### src/rtl/udp_frame_packer_pkg.sv
// Shared definitions for the UDP frame packer.
// Holds the FSM state encoding, the default frame geometry, the trailer word
// bit positions and a helper that assembles the trailer word.
package udp_frame_pack_pkg;

  // Default frame geometry
  localparam int DEF_HDR_WORDS  = 3;
  localparam int DEF_DATA_WORDS = 160;

  // FSM state encoding
  localparam logic [2:0] S_COLLECT = 3'd0;
  localparam logic [2:0] S_HDR     = 3'd1;
  localparam logic [2:0] S_DATA    = 3'd2;
  localparam logic [2:0] S_PAD     = 3'd3;
  localparam logic [2:0] S_DRAIN   = 3'd4;
  localparam logic [2:0] S_TRAIL   = 3'd5;

  // Trailer word layout
  localparam int BKG_BIT     = 31;
  localparam int LEN_ERR_BIT = 30;
  localparam int HDR_ERR_BIT = 29;
  localparam int FCNT_W      = 27;

  // Assemble the status trailer; bits [28:27] stay zero.
  function automatic logic [31:0] build_trailer(input logic              bkg,
                                                input logic              len_err,
                                                input logic              hdr_err,
                                                input logic [FCNT_W-1:0] fcnt);
    logic [31:0] w;
    w               = 32'd0;
    w[BKG_BIT]      = bkg;
    w[LEN_ERR_BIT]  = len_err;
    w[HDR_ERR_BIT]  = hdr_err;
    w[FCNT_W-1:0]   = fcnt;
    return w;
  endfunction

endpackage

### src/rtl/udp_frame_packer_if.sv
// Avalon-ST stream bundle (ready latency 0) used for the header sink, the
// data sink and the packet source of the UDP frame packer.
//   master : drives data/valid/startofpacket/endofpacket/empty, samples ready
//   slave  : samples data/valid/startofpacket/endofpacket/empty, drives ready
interface udp_frame_packer_if #(
  parameter int DW = 32
);
  logic [DW-1:0] data;
  logic          valid;
  logic          ready;
  logic          startofpacket;
  logic          endofpacket;
  logic [1:0]    empty;

  modport master (
    output data, valid, startofpacket, endofpacket, empty,
    input  ready
  );

  modport slave (
    input  data, valid, startofpacket, endofpacket, empty,
    output ready
  );
endinterface

### src/rtl/udp_frame_packer_hdr_buf.sv
// Header buffer for the UDP frame packer.
// Collects up to N header words (sop/eop framed), flags malformed headers and
// replays the stored words through a read index.
// Ports:
//   clk, rst_n           clock, async active-low reset
//   wr_en_i              header word accepted this cycle
//   wr_data_i/sop/eop    accepted word and its framing flags
//   rd_adv_i             advance read index (header word sent)
//   clr_err_i            clear hdr_err (frame finished)
//   rd_data_o            word at read index
//   rd_first_o/rd_last_o read index is at first / last slot
//   done_o               accepted word completes the header
//   hdr_err_o            header was short or restarted
module frame_hdr_buf
  import udp_frame_pack_pkg::*;
#(
  parameter int N = DEF_HDR_WORDS
) (
  input  logic        clk,
  input  logic        rst_n,
  input  logic        wr_en_i,
  input  logic [31:0] wr_data_i,
  input  logic        wr_sop_i,
  input  logic        wr_eop_i,
  input  logic        rd_adv_i,
  input  logic        clr_err_i,
  output logic [31:0] rd_data_o,
  output logic        rd_first_o,
  output logic        rd_last_o,
  output logic        done_o,
  output logic        hdr_err_o
);

  localparam int IW = (N > 1) ? $clog2(N) : 1;
  localparam logic [IW:0]   CNT_LAST = (IW+1)'(N - 1);
  localparam logic [IW-1:0] IDX_LAST = IW'(N - 1);
  localparam bit SINGLE = (N == 1);

  logic [31:0]   buf_q [N];
  logic [31:0]   buf_d [N];
  logic [IW:0]   wr_cnt_q, wr_cnt_d;
  logic [IW-1:0] rd_idx_q, rd_idx_d;
  logic          hdr_err_q, hdr_err_d;

  // Write side: store words, detect completion and malformed headers
  always_comb begin
    buf_d     = buf_q;
    wr_cnt_d  = wr_cnt_q;
    hdr_err_d = hdr_err_q;
    done_o    = 1'b0;
    if (clr_err_i) begin
      hdr_err_d = 1'b0;
    end else begin
      hdr_err_d = hdr_err_q;
    end
    if (wr_en_i) begin
      if (wr_sop_i) begin
        // sop always (re)starts at slot 0; other slots cleared so a short
        // header reads back zeros in the unfilled positions
        for (int i = 1; i < N; i++) begin
          buf_d[i] = 32'd0;
        end
        buf_d[0] = wr_data_i;
        if (wr_cnt_q != '0) begin
          hdr_err_d = 1'b1;
        end else begin
          hdr_err_d = hdr_err_d;
        end
        if (SINGLE) begin
          done_o   = 1'b1;
          wr_cnt_d = '0;
        end else if (wr_eop_i) begin
          done_o    = 1'b1;
          wr_cnt_d  = '0;
          hdr_err_d = 1'b1;
        end else begin
          wr_cnt_d = (IW+1)'(1);
        end
      end else if (wr_cnt_q == '0) begin
        // stray word before any sop: dropped
        wr_cnt_d = '0;
      end else begin
        buf_d[wr_cnt_q[IW-1:0]] = wr_data_i;
        if (wr_cnt_q == CNT_LAST) begin
          done_o   = 1'b1;
          wr_cnt_d = '0;
        end else if (wr_eop_i) begin
          done_o    = 1'b1;
          wr_cnt_d  = '0;
          hdr_err_d = 1'b1;
        end else begin
          wr_cnt_d = wr_cnt_q + (IW+1)'(1);
        end
      end
    end else begin
      wr_cnt_d = wr_cnt_q;
    end
  end

  // Read side: index wraps to 0 after the last slot is sent
  always_comb begin
    if (rd_adv_i) begin
      if (rd_idx_q == IDX_LAST) begin
        rd_idx_d = '0;
      end else begin
        rd_idx_d = rd_idx_q + IW'(1);
      end
    end else begin
      rd_idx_d = rd_idx_q;
    end
  end

  // State registers
  always_ff @(posedge clk or negedge rst_n) begin
    if (!rst_n) begin
      for (int i = 0; i < N; i++) begin
        buf_q[i] <= 32'd0;
      end
      wr_cnt_q  <= '0;
      rd_idx_q  <= '0;
      hdr_err_q <= 1'b0;
    end else begin
      buf_q     <= buf_d;
      wr_cnt_q  <= wr_cnt_d;
      rd_idx_q  <= rd_idx_d;
      hdr_err_q <= hdr_err_d;
    end
  end

  assign rd_data_o  = buf_q[rd_idx_q];
  assign rd_first_o = (rd_idx_q == '0);
  assign rd_last_o  = (rd_idx_q == IDX_LAST);
  assign hdr_err_o  = hdr_err_q;

endmodule

### src/rtl/udp_frame_packer.sv
// UDP frame packer: joins a buffered header and a pass-through data stream
// into one Avalon-ST packet, forces the data length and appends a status
// trailer (bkg_sub_on, len_err, hdr_err, frame counter).
// Ports:
//   clk, rst_n   clock, async active-low reset
//   bkg_sub_on   background-subtraction-active flag
//   hdr_in       header sink  (empty ignored)
//   data_in      data sink    (empty ignored)
//   out          packet source (empty always 0)
module udp_frame_packer
  import udp_frame_pack_pkg::*;
#(
  parameter int HDR_WORDS  = DEF_HDR_WORDS,
  parameter int DATA_WORDS = DEF_DATA_WORDS
) (
  input  logic                clk,
  input  logic                rst_n,
  input  logic                bkg_sub_on,
  udp_frame_packer_if.slave   hdr_in,
  udp_frame_packer_if.slave   data_in,
  udp_frame_packer_if.master  out
);

  localparam int DCW = $clog2(DATA_WORDS + 1);
  localparam logic [DCW-1:0] D_LAST = DCW'(DATA_WORDS - 1);

  logic [2:0]        state_q, state_d;
  logic [DCW-1:0]    d_cnt_q, d_cnt_d;
  logic [FCNT_W-1:0] frame_cnt_q, frame_cnt_d;
  logic              len_err_q, len_err_d;
  logic              bkg_q, bkg_d;
  logic              active_q;

  logic        hdr_ready_s, data_ready_s;
  logic        out_valid_s, out_sop_s, out_eop_s;
  logic [31:0] out_data_s;
  logic        hdr_wr_s, out_hs_s, data_hs_s;
  logic        rd_adv_s, clr_err_s;
  logic [31:0] hdr_rd_data_s;
  logic        hdr_rd_first_s, hdr_rd_last_s, hdr_done_s, hdr_err_s;
  logic        unused_empty_s;

  assign unused_empty_s = ^{hdr_in.empty, data_in.empty};

  assign hdr_wr_s  = hdr_in.valid && hdr_ready_s;
  assign out_hs_s  = out_valid_s && out.ready;
  assign data_hs_s = data_in.valid && data_ready_s;
  assign rd_adv_s  = (state_q == S_HDR) && out_hs_s;
  assign clr_err_s = (state_q == S_TRAIL) && out_hs_s;

  frame_hdr_buf #(
    .N (HDR_WORDS)
  ) u_hdr_buf (
    .clk        (clk),
    .rst_n      (rst_n),
    .wr_en_i    (hdr_wr_s),
    .wr_data_i  (hdr_in.data),
    .wr_sop_i   (hdr_in.startofpacket),
    .wr_eop_i   (hdr_in.endofpacket),
    .rd_adv_i   (rd_adv_s),
    .clr_err_i  (clr_err_s),
    .rd_data_o  (hdr_rd_data_s),
    .rd_first_o (hdr_rd_first_s),
    .rd_last_o  (hdr_rd_last_s),
    .done_o     (hdr_done_s),
    .hdr_err_o  (hdr_err_s)
  );

  // Output mux and ready generation, driven from the current state
  always_comb begin
    hdr_ready_s  = 1'b0;
    data_ready_s = 1'b0;
    out_valid_s  = 1'b0;
    out_sop_s    = 1'b0;
    out_eop_s    = 1'b0;
    out_data_s   = 32'd0;
    case (state_q)
      S_COLLECT: begin
        // held low for the first cycle after reset release
        hdr_ready_s = active_q;
      end
      S_HDR: begin
        out_valid_s = 1'b1;
        out_data_s  = hdr_rd_data_s;
        out_sop_s   = hdr_rd_first_s;
      end
      S_DATA: begin
        out_valid_s  = data_in.valid;
        out_data_s   = data_in.data;
        data_ready_s = out.ready;
      end
      S_PAD: begin
        out_valid_s = 1'b1;
      end
      S_DRAIN: begin
        data_ready_s = 1'b1;
      end
      S_TRAIL: begin
        out_valid_s = 1'b1;
        out_eop_s   = 1'b1;
        out_data_s  = build_trailer(bkg_q, len_err_q, hdr_err_s, frame_cnt_q);
      end
      default: begin
        out_valid_s = 1'b0;
      end
    endcase
  end

  // Next-state logic: FSM, data counter, flags, frame counter
  always_comb begin
    state_d     = state_q;
    d_cnt_d     = d_cnt_q;
    frame_cnt_d = frame_cnt_q;
    len_err_d   = len_err_q;
    bkg_d       = bkg_q;
    case (state_q)
      S_COLLECT: begin
        if (hdr_done_s) begin
          state_d = S_HDR;
        end else begin
          state_d = S_COLLECT;
        end
      end
      S_HDR: begin
        if (out_hs_s && hdr_rd_last_s) begin
          state_d = S_DATA;
          d_cnt_d = '0;
        end else begin
          state_d = S_HDR;
        end
      end
      S_DATA: begin
        if (data_hs_s) begin
          d_cnt_d = d_cnt_q + DCW'(1);
          if (d_cnt_q == '0) begin
            bkg_d = bkg_sub_on;
          end else begin
            bkg_d = bkg_q;
          end
          if (d_cnt_q == D_LAST) begin
            if (data_in.endofpacket) begin
              state_d = S_TRAIL;
            end else begin
              // too long: swallow the rest up to eop
              state_d   = S_DRAIN;
              len_err_d = 1'b1;
            end
          end else if (data_in.endofpacket) begin
            // too short: zero-fill the remaining slots
            state_d   = S_PAD;
            len_err_d = 1'b1;
          end else begin
            state_d = S_DATA;
          end
        end else begin
          state_d = S_DATA;
        end
      end
      S_PAD: begin
        if (out_hs_s) begin
          d_cnt_d = d_cnt_q + DCW'(1);
          if (d_cnt_q == D_LAST) begin
            state_d = S_TRAIL;
          end else begin
            state_d = S_PAD;
          end
        end else begin
          state_d = S_PAD;
        end
      end
      S_DRAIN: begin
        if (data_hs_s && data_in.endofpacket) begin
          state_d = S_TRAIL;
        end else begin
          state_d = S_DRAIN;
        end
      end
      S_TRAIL: begin
        if (out_hs_s) begin
          frame_cnt_d = frame_cnt_q + FCNT_W'(1);
          len_err_d   = 1'b0;
          d_cnt_d     = '0;
          state_d     = S_COLLECT;
        end else begin
          state_d = S_TRAIL;
        end
      end
      default: begin
        state_d = S_COLLECT;
      end
    endcase
  end

  // State registers
  always_ff @(posedge clk or negedge rst_n) begin
    if (!rst_n) begin
      state_q     <= S_COLLECT;
      d_cnt_q     <= '0;
      frame_cnt_q <= '0;
      len_err_q   <= 1'b0;
      bkg_q       <= 1'b0;
      active_q    <= 1'b0;
    end else begin
      state_q     <= state_d;
      d_cnt_q     <= d_cnt_d;
      frame_cnt_q <= frame_cnt_d;
      len_err_q   <= len_err_d;
      bkg_q       <= bkg_d;
      active_q    <= 1'b1;
    end
  end

  assign out.data          = out_data_s;
  assign out.valid         = out_valid_s;
  assign out.startofpacket = out_sop_s;
  assign out.endofpacket   = out_eop_s;
  assign out.empty         = 2'd0;
  assign hdr_in.ready      = hdr_ready_s;
  assign data_in.ready     = data_ready_s;

endmodule

### src/flat_wrapper.sv
// flat-port wrapper written by rule: the top's interface ports become plain ports
module udp_frame_packer_flat import udp_frame_pack_pkg::*;
#(
  parameter int HDR_WORDS  = DEF_HDR_WORDS,
  parameter int DATA_WORDS = DEF_DATA_WORDS
)
  (clk, rst_n, bkg_sub_on, hdr_in_data, hdr_in_valid, hdr_in_startofpacket, hdr_in_endofpacket, hdr_in_empty, hdr_in_ready, data_in_data, data_in_valid, data_in_startofpacket, data_in_endofpacket, data_in_empty, data_in_ready, out_data, out_valid, out_startofpacket, out_endofpacket, out_empty, out_ready);
  udp_frame_packer_if hdr_in_i ();
  udp_frame_packer_if data_in_i ();
  udp_frame_packer_if out_i ();
  input  logic clk;
  input  logic rst_n;
  input  logic bkg_sub_on;
  input wire logic [$bits(hdr_in_i.data)-1:0] hdr_in_data;
  input wire logic [$bits(hdr_in_i.valid)-1:0] hdr_in_valid;
  input wire logic [$bits(hdr_in_i.startofpacket)-1:0] hdr_in_startofpacket;
  input wire logic [$bits(hdr_in_i.endofpacket)-1:0] hdr_in_endofpacket;
  input wire logic [$bits(hdr_in_i.empty)-1:0] hdr_in_empty;
  output wire logic [$bits(hdr_in_i.ready)-1:0] hdr_in_ready;
  input wire logic [$bits(data_in_i.data)-1:0] data_in_data;
  input wire logic [$bits(data_in_i.valid)-1:0] data_in_valid;
  input wire logic [$bits(data_in_i.startofpacket)-1:0] data_in_startofpacket;
  input wire logic [$bits(data_in_i.endofpacket)-1:0] data_in_endofpacket;
  input wire logic [$bits(data_in_i.empty)-1:0] data_in_empty;
  output wire logic [$bits(data_in_i.ready)-1:0] data_in_ready;
  output wire logic [$bits(out_i.data)-1:0] out_data;
  output wire logic [$bits(out_i.valid)-1:0] out_valid;
  output wire logic [$bits(out_i.startofpacket)-1:0] out_startofpacket;
  output wire logic [$bits(out_i.endofpacket)-1:0] out_endofpacket;
  output wire logic [$bits(out_i.empty)-1:0] out_empty;
  input wire logic [$bits(out_i.ready)-1:0] out_ready;
  assign hdr_in_i.data = hdr_in_data;
  assign hdr_in_i.valid = hdr_in_valid;
  assign hdr_in_i.startofpacket = hdr_in_startofpacket;
  assign hdr_in_i.endofpacket = hdr_in_endofpacket;
  assign hdr_in_i.empty = hdr_in_empty;
  assign hdr_in_ready = hdr_in_i.ready;
  assign data_in_i.data = data_in_data;
  assign data_in_i.valid = data_in_valid;
  assign data_in_i.startofpacket = data_in_startofpacket;
  assign data_in_i.endofpacket = data_in_endofpacket;
  assign data_in_i.empty = data_in_empty;
  assign data_in_ready = data_in_i.ready;
  assign out_data = out_i.data;
  assign out_valid = out_i.valid;
  assign out_startofpacket = out_i.startofpacket;
  assign out_endofpacket = out_i.endofpacket;
  assign out_empty = out_i.empty;
  assign out_i.ready = out_ready;
  udp_frame_packer #(.HDR_WORDS(HDR_WORDS), .DATA_WORDS(DATA_WORDS)) u_core (.clk(clk), .rst_n(rst_n), .bkg_sub_on(bkg_sub_on), .hdr_in(hdr_in_i), .data_in(data_in_i), .out(out_i));
endmodule
### config.mk
export PLATFORM = sky130hd
export DESIGN_NAME = udp_frame_packer_flat
export DESIGN_NICKNAME = d
export VERILOG_FILES = /design/src/rtl/udp_frame_packer_pkg.sv /design/src/rtl/udp_frame_packer_if.sv /design/src/rtl/udp_frame_packer_hdr_buf.sv /design/src/rtl/udp_frame_packer.sv /design/src/flat_wrapper.sv
export SDC_FILE = /design/constraint.sdc
export NUM_CORES = 1
export LEC_CHECK = 0
export CAP_MARGIN = 20
export CELL_PAD_IN_SITES_DETAIL_PLACEMENT = 0
export CELL_PAD_IN_SITES_GLOBAL_PLACEMENT = 2
export CORE_ASPECT_RATIO = 1.1
export CORE_MARGIN = 2
export CORE_UTILIZATION = 31
export DETAILED_ROUTE_END_ITERATION = 8
export PLACE_DENSITY = 0.88
export SYNTH_ARGS = -nofsm -noshare
export SYNTH_HDL_FRONTEND = slang
export SYNTH_HIERARCHICAL = 1
export SYNTH_SLANG_ARGS = --single-unit
export TNS_END_PERCENT = 30
### constraint.sdc
create_clock -name clk -period 2.27 [get_ports clk]
set_clock_uncertainty 0.15 [all_clocks]
set_input_delay 0.454 -clock clk [delete_from_list [all_inputs] [get_ports clk]]
set_output_delay 0.454 -clock clk [all_outputs]
set_load 0.02 [all_outputs]
# Word level (Yosys, flattened, before mapping)
# Index checks and enable logic that the tools add are counted.
# W data, S select, Z words.
[word_totals]
out_inout_bits = 39
n_memories = 0
rom_bits = 0
in_bits = 78
ram_bits = 0
reg_bits = 143
latchBits = 0
[classes]
addsub = 4
n_div = 0
bitwise = 2
n_mux = 55
eq_ne = 15
n_mul = 0
reduce_logical = 21
n_lt_le_gt_ge = 3
shifts = 0
[op_table]
columns = ["cell", "n"]
rows = [
  ["$mux W96", 2],
  ["$bwmux W96", 1],
  ["$mux W32", 3],
  ["$pmux W32 S3", 1],
  ["$bmux W32 S2", 1],
  ["$demux W32 S2", 1],
  ["$mux W8", 4],
  ["$pmux W8 S4", 1],
  ["$add A27 B1 Y27 const B", 1],
  ["$mux W3", 9],
  ["$mux W1", 26],
  ["$pmux W3 S6", 1],
  ["$reduce_and A5 Y1", 2],
  ["$eq A3 B2 Y1 const B", 3],
  ["$add A8 B1 Y8 const B", 1],
  ["$eq A8 B8 Y1 const B", 1],
  ["$logic_and A1 B1 Y1", 8],
  ["$logic_not A8 Y1", 1],
  ["$eq A3 B3 Y1 const B", 2],
  ["$ge A3 B3 Y1 const B", 2],
  ["$logic_not A3 Y1", 2],
  ["$ne A2 B1 Y1 const B", 3],
  ["$not A2 Y3", 2],
  ["$pmux W1 S2", 3],
  ["other kinds (16)", 19],
]

# Longest topological paths before layout
# Gate-level depths: netlist (run 1).
[logic_depth]
word_depth = 11
ltp_mapped = 11

# Modules after synthesis
# The synthesis (run 1) kept the hierarchy.
[by_module_without_submodules]
columns = ["mod", "seq_area_each_um2", "cells_per_inst", "area_each_um2", "n_inst"]
rows = [
  ["frame_hdr_buf", 2552.4, 478, 5213.8, 1],
  ["udp_frame_packer", 1026.0, 322, 2698.8, 1],
]

# Worst setup path after synthesis (run 1)
# OpenSTA, ideal clock, no wires.
[synth_path]
path_type = "reg-to-reg"
from = "register u_core.state_q[2]"
to = "register u_core.state_q[0]"
synth_period_minus_slack_ns = 3.051
setup_time_ns = 0.065
path_slack_ns = -0.781
arrival_time_ns = 2.836
path_stages_with_launch = 12
path_buffers = 5
cell_sequence = "dfrtp_1 > buf_2 > clkbuf_1 > nor4b_1 > and2_1 > buf_2 > buf_2 > buf_1 > o221a_2 > a21oi_1 > o21ai_0 > a31o_2"
[synth_via]
word_cells_on_any_way = 23
classes_between = "5 x eq/ne; 11 x mux; 7 x reduce/logical"
[synth_lines]
columns = ["element", "line", "text"]
rows = [
  ["start, declared", "udp_frame_packer.sv:27", "logic [2:0] state_q, state_d;"],
  ["start signal, assigned", "udp_frame_packer.sv:204", "state_q <= state_d;"],
  ["$logic_not A3 Y1", "udp_frame_packer.sv:77", "case (state_q)"],
  ["$mux W1", "udp_frame_packer.sv:77", ""],
  ["via hdr_in_ready", "flat_wrapper.sv:19", "output wire logic [$bits(hdr_in_i.ready)-1:0] hdr_in_ready;"],
  ["$logic_and A1 B1 Y1", "udp_frame_packer.sv:45", "assign hdr_wr_s = hdr_in.valid && hdr_ready_s;"],
  ["via u_core.hdr_wr_s", "udp_frame_packer.sv:37", "logic hdr_wr_s, out_hs_s, data_hs_s;"],
  ["$mux W1", "udp_frame_packer_hdr_buf.sv:56", "if (wr_en_i) begin"],
  ["via u_core.hdr_done_s", "udp_frame_packer.sv:40", "logic hdr_rd_first_s, hdr_rd_last_s, hdr_done_s, hdr_err_s;"],
  ["$mux W1", "udp_frame_packer.sv:118", "if (hdr_done_s) begin"],
  ["$pmux W3 S6", "udp_frame_packer.sv:116", "case (state_q)"],
  ["via u_core.state_d[0]", "udp_frame_packer.sv:27", ""],
]
# The timed path passes the listed nets, and every way through them passes these cells.
# A chain may end at the register's enable or synchronous reset.

# Worst setup path in the final report (run 1)
[layout_path]
from = "register u_core.u_hdr_buf.rd_idx_q[0]"
to = "output out_data[16]"
[layout_via]
elab_chain_len = 5
[layout_rtl]
columns = ["element", "line", "text"]
rows = [
  ["start, declared", "udp_frame_packer_hdr_buf.sv:42", "logic [IW-1:0] rd_idx_q, rd_idx_d;"],
  ["start signal, assigned", "udp_frame_packer_hdr_buf.sv:125", "rd_idx_q <= rd_idx_d;"],
  ["$not A2 Y3 (not written as such)", "udp_frame_packer_hdr_buf.sv:130", "assign rd_data_o = buf_q[rd_idx_q];"],
  ["$bmux W32 S2", "udp_frame_packer_hdr_buf.sv:130", ""],
  ["$mux W32 (not written as such) (2 in a row)", "udp_frame_packer_hdr_buf.sv:130", ""],
  ["via u_core.hdr_rd_data_s[16]", "udp_frame_packer.sv:39", "logic [31:0] hdr_rd_data_s;"],
  ["$pmux W32 S3", "udp_frame_packer.sv:77", ""],
  ["end, declared", "flat_wrapper.sv:26", "output wire logic [$bits(out_i.data)-1:0] out_data;"],
]
# The timed path passes the listed nets, and every way through them passes these cells. The select of a mux whose other input is x is not followed.

==> impl_metrics.toml, run 1 <==
[min_path]
whs_path_depth = 1
hold_class = "reg -> reg"

[setup_path]
reg2reg_to = "u_core/u_hdr_buf/buf_q[25]"
crit_buf_inv = 5
cpPeakStageDelay_ns = 0.42
reg2reg_from = "u_core/state_q[1]"
cp.required_ns = 1.67
endpoint_kind = "output port"
cp-startpoint = "u_core/u_hdr_buf/rd_idx_q[0]"
cp.arrival_ns = 2.03
critical_path_class = "reg -> out"
worstPathCellList = "buf_12 -> nor2b_4 -> buf_12 -> buf_8 -> nand2_1 -> o21ai_1 -> buf_4 -> a22oi_2 -> o21ai_2 -> buf_6"
rrSetupSlack_ns = 0.16
crit_path_end = "out_data[16]"
crit_path_start_kind = "flip-flop"
path_common_cell = "buf_12"
path_delay_family = "buffers and inverters"
path_depth = 10
critPathMaxFanout = 7
r2r_cells = 6
crit_slowest_cell = "dfrtp_2"

[power_and_ir_drop]
swShare = 0.389
p_total_uw = 11800
seq_power_share = 0.294
cell_internal_pwr_uw = 7210
netSwitchingPower_uw = 4590
powerDensity_nw_per_um2 = 1100
p_leak_uw = 0.00471
pwr-share-clk = 0.241
ir_drop_uv = 632
combPwrFrac = 0.465

[placement]
place_congestion = 0.771
port_buffers = 109
dp.final_hpwl_um = 16500
dp.cells = 1223

[clocking]
cts_buffer_depth = 2
h-tree-depth = 4
cts-buffers-inserted = 17
clock_sinks = 143
clk_latency_ns = 0.43
cts-root-buf = "clkbuf_16"
cts_tree = "done"
cts.clk_slew.worst_paths_ns = 0.07

[drt]
vias = 6775
drc_errors = 0
drt-wirelength-per-cell_um = 18.8
wirelength_um = 23800
drtIter0Drc = 382
ant_nets = 0
vias_per_cell = 5.37
dr.pass1.iters = 5

[global_routing]
antenna_found_initial = 2
grt_pass1_wl_um = 37700
first_global_vias = 6761
grt_max_degree = 48
grt_usage = 0.181
grt-ovfl-total = 0

[sta]
rsz0062_at_grt = "yes"
slew_violations = 0
fin_crit_sh = 1.16
post-route-min-period_ns = 2.64
final-hold-violation-count = 0
finalSetupViolCount = 33
setup_slack_ns = -0.367
max_freq_mhz = 379

[floorplanning]
num_rows = 61
fp.dieArea_sq_um = 26800
die_h_um = 172
core_sq_um = 25200
initial_core_util = 0.314
ios = 117
fp.dieW_um = 156

[final_layout]
layout_common_cells = "142 x dfrtp_1, 82 x nand2_1, 74 x buf_4, 71 x clkdlybuf4s50_1, 42 x inv_1"
drive_above_1_share = 0.261
fin_nets = 1016
synthToLayoutAreaGrowth_pct = 35.1
layout_commonest_cell = "dfrtp_1"
stdcell_count = 1261
final_core_util = 0.425

[synth]
synthCells = 800
synth_area_sq_um = 7910
synth-seq-cells = 143
synth_edf_count = 0
synth.avg_cell_area_sq_um = 9.89
synth-main-ff-cell = "dfrtp_1"
synth_warnings = 6
synth.distinct_cells = 58
seq_area_frac_synth = 0.452
async_flop_share = 1.00

[status]
violations = "negative setup slack"
status = "complete, but fails checks"

[flow_run]
maxCapViolCount = 0
==> power by group through the flow <==
stage	combinational, uW	sequential [uW]	clock (uW)
5_1_grt	5910	3540	3010
3_3_place_gp	4810	3490	0
4_1_cts	4990	3480	2910
2_1_floorplan	2840	3380	0
3_5_place_dp	4850	3510	0
6_report	5490	3470	2840
==> how the worst min path moves through the flow <==
stage | startpoint | end | slack, ns
finish | u_core/frame_cnt_q[26] | u_core/frame_cnt_q[26] | 0.33
global route | u_core/u_hdr_buf/buf_q[86] | u_core/u_hdr_buf/buf_q[86] | 0.36
CTS | u_core/frame_cnt_q[26] | u_core/frame_cnt_q[26] | 0.33
detailed placement | rst_n | u_core/u_hdr_buf/buf_q[38] | 0.24
global placement | rst_n | u_core/u_hdr_buf/buf_q[38] | 0.24
floorplan | rst_n | u_core/active_q | 0.008
==> sequential cells by signal, indices dropped and copies added, names as in the netlist <==
signal                      cells
u_core/active_q                 1
u_core/bkg_q                    1
u_core/d_cnt_q                  8
u_core/frame_cnt_q             27
u_core/len_err_q                1
u_core/state_q                  3
u_core/u_hdr_buf/buf_q         96
u_core/u_hdr_buf/hdr_err_o      1
u_core/u_hdr_buf/rd_idx_q       2
u_core/u_hdr_buf/wr_cnt_q       3
==> synth_stat cells, drive strengths merged, types with 31 or more instances <==
master	n	area (sq um)
clkbuf	33	134
nand2	86	323
buf	42	260
dfrtp	143	3580
a211o	31	272
mux2	34	383
nand4	42	278
a22oi	32	240
o21ai	75	375
a32o	32	320
o211ai	33	248
inv	42	158
mux2i	33	330
==> what timing repair did <==
item | 4_1_cts | 5_1_grt
setup buffers | 1 | 1
pin swaps | 12 | 21
hold buffers | 1 | 0
gates cloned | 1 | 2
hold endpoints to repair | 33 | 0
gates resized for setup | 246 | 74
endpoints found under the setup margin | 37 | 100
==> cell families (layout without fill, tap and decap cells) <==
logic type	after synthesis	count (layout)	share of synthesized area
compound gates	228	228	0.207
simple gates	209	209	0.139
flops	143	143	0.452
buf+inv	117	260	0.0697
mux	67	67	0.0901
xor+xnor	27	27	0.0299
fa+ha+maj	7	7	0.0111
other cells	2	5	0.000949
==> per-stage QoR <==
stage               worst slack [ns]  hold WS (ns)  instance area [sq um]  TNS, ns
global placement              -0.424         0.245                   9760   -10.46
detailed placement            -0.441         0.240                   9760   -10.97
CTS                           -0.337         0.328                  10400    -9.47
floorplan                    -0.0438       0.00841                   7950   -0.627
finish                        -0.367         0.334                  10700    -9.80
global route                  -0.434         0.364                  10700   -12.68
==> worst reg2reg max path: cells and delay by family, from the launching register on <==
family	cells	cell delay [ns]
compound gates	1	0.28
buf+inv	2	0.42
simple gates	3	0.73
flops	1	0.42
==> per-layer routing <==
metal  part of all wire  GRT usage  vias up
met5                  0          0        -
met4              0.015     0.0574        0
met3              0.053     0.0310       22
met2               0.47      0.286      174
met1               0.47      0.254     3363
li1                   -          -     3216
==> area by class of cell <==
| type | instances | area, sq um |
|---|---|---|
| clock inverter | 15 | 211 |
| antenna | 2 | 5.00 |
| sequential | 143 | 3580 |
| fill | 2418 | 14500 |
| tap | 315 | 394 |
| clock buffer | 17 | 425 |
| multi-input combinational | 541 | 4020 |
| inverter | 42 | 158 |
| timing repair buffer | 186 | 1900 |
(Power assumes the default switching activity.)
==> run 2, diff against run 1 <==
- CORE_MARGIN: 2 -> not set
==> impl_metrics.toml, run 2 (synthesized netlist as in run 1, its figures left out) <==
[setup_path]
cp.required_ns = 1.67
worstPathCellList = "nor2b_4 -> buf_6 -> clkbuf_16 -> nand2_2 -> o21ai_1 -> a22oi_1 -> o21ai_1 -> buf_4"
crit_path_start_kind = "flip-flop"
cpPeakStageDelay_ns = 0.46
critPathMaxFanout = 5
crit_buf_inv = 3
critical_path_class = "reg -> out"
path_delay_family = "buffers and inverters"
rrSetupSlack_ns = 0.18
cp.arrival_ns = 2.04
endpoint_kind = "output port"
path_common_cell = "o21ai_1"
crit_slowest_cell = "dfrtp_2"

[global_routing]
grt_pass1_wl_um = 37900
antenna_found_initial = 1
grt_max_degree = 60
grt_usage = 0.186
first_global_vias = 6703
grt-ovfl-total = 0

[sta]
finalSetupViolCount = 32
slew_violations = 0
setup_slack_ns = -0.373
tns_ns = -10.25
whs_ns = 0.319
max_freq_mhz = 378
final-hold-violation-count = 0
rsz0062_at_grt = "yes"
fin_crit_sh = 1.16
post-route-min-period_ns = 2.64

[power_and_ir_drop]
powerDensity_nw_per_um2 = 1130
cell_internal_pwr_uw = 7510
pwr-share-clk = 0.224
p_total_uw = 12200
netSwitchingPower_uw = 4680
swShare = 0.384
p_leak_uw = 0.00474
ir_drop_uv = 538
seq_power_share = 0.292
combPwrFrac = 0.484

[drt]
vias_per_cell = 5.43
drc_errors = 0
vias = 6874
drtIter0Drc = 461
wirelength_um = 24500
dr.pass1.iters = 8
drt-wirelength-per-cell_um = 19.3
ant_nets = 0

[placement]
dpl_cell_area_sq_um = 9740
dp.final_hpwl_um = 16800
port_buffers = 109
post-place-ws_ns = -0.444
place_congestion = 0.821

[clocking]
h-tree-depth = 4
clk_latency_ns = 0.43
cts_tree = "done"
cts-buffers-inserted = 17
cts.clk_slew.worst_paths_ns = 0.06
cts_buffer_depth = 2
cts-root-buf = "clkbuf_16"
clock_sinks = 143

[floorplanning]
die_h_um = 170
initial_core_util = 0.319
ios = 117
fp.dieArea_sq_um = 26200
core_sq_um = 24800
num_rows = 60
fp.dieW_um = 154

[final_layout]
largestRegisters = "u_core/u_hdr_buf/buf_q x96, u_core/frame_cnt_q x27, u_core/d_cnt_q x8"
top_register = "u_core/u_hdr_buf/buf_q"
design_area_sq_um = 10800
drive_above_1_share = 0.283
fin_nets = 1028
layout_common_cells = "142 x dfrtp_1, 87 x buf_4, 78 x nand2_1, 71 x clkdlybuf4s50_1, 42 x inv_1"
largest_reg_flops = 96
layout_commonest_cell = "dfrtp_1"
synthToLayoutAreaGrowth_pct = 36.6
fillerInstances = 2351

[status]
violations = "negative setup slack"
status = "complete, but fails checks"

[min_path]
hold_class = "reg -> reg"

[flow_run]
maxCapViolCount = 0
## run 2: cell count changes in the layout (fill, tap and decap cells not counted), sizes merged
cell / change
diode: -1
buf: +11
inv: +6
clkdlybuf4s15: -2
dlygate4sd2: -1
clkbuf: +5
clkinv: -8
clkinvlp: +1
## run 2: worst register-to-register path, stage by stage (launching register included)
cell and delay, ns:
dfrtp_1 0.42, buf_6 0.16, nor4b_4 0.29, and2_4 0.28, inv_1 0.11, nor3b_4 0.22, buf_12 0.24, a32o_1 0.16
## run 2: final timing paths
path | endpoint | cells after the start | from
setup / recovery | out_data[25] | 8 | u_core/u_hdr_buf/rd_idx_q[0]
hold / removal | u_core/frame_cnt_q[26] | 1 | u_core/frame_cnt_q[26]
setup reg to reg | u_core/u_hdr_buf/buf_q[21] | 7 | u_core/state_q[1]
hold reg to reg | u_core/frame_cnt_q[26] | 1 | u_core/frame_cnt_q[26]
max in group asynchronous | u_core/frame_cnt_q[24] | 3 | rst_n
min in group asynchronous | u_core/u_hdr_buf/buf_q[62] | 2 | rst_n
## run 2: area by class of cell
| class | count | area, sq um | area share |
|---|---|---|---|
| Multi-Input combinational cell | 541 | 4110 | 0.380 |
| Sequential cell | 143 | 3580 | 0.331 |
| Timing Repair Buffer | 198 | 2000 | 0.185 |
| Clock buffer | 18 | 439 | 0.0406 |
| Tap cell | 310 | 388 | 0.0359 |
| Inverter | 42 | 158 | 0.0146 |
| Clock inverter | 14 | 135 | 0.0125 |
| Antenna cell | 1 | 2.50 | 0.000232 |
## run 2: routing by layer
metal  part of all wire  GRT usage
met3              0.056     0.0365
met4              0.020     0.0654
met2               0.46      0.285
met5                  0          0
met1               0.46      0.261
## run 2: through the flow
stage | utilization | instances
after floorplan | - | 801
after global placement | 0.393 | 1220
after detailed placement | 0.393 | 1220
after CTS | 0.416 | 1255
after global routing | 0.436 | 1267
final | 0.436 | 1267
## run 2: repair_timing
action	in CTS	in global routing
cloned	1	5
setup endpoints to repair	37	75
buffers inserted	1	10
hold buffers	1	0
pin swaps	1	26
gates resized for setup	211	132
hold endpoints to repair	37	0
## run 2: power by group through the flow
stage | Combinational, uW | Sequential [uW] | Clock (uW)
floorplan | 2840 | 3380 | 0
global placement | 4840 | 3500 | 0
detailed placement | 4890 | 3510 | 0
CTS | 4950 | 3490 | 2790
global route | 6320 | 3620 | 2900
finish | 5900 | 3560 | 2730
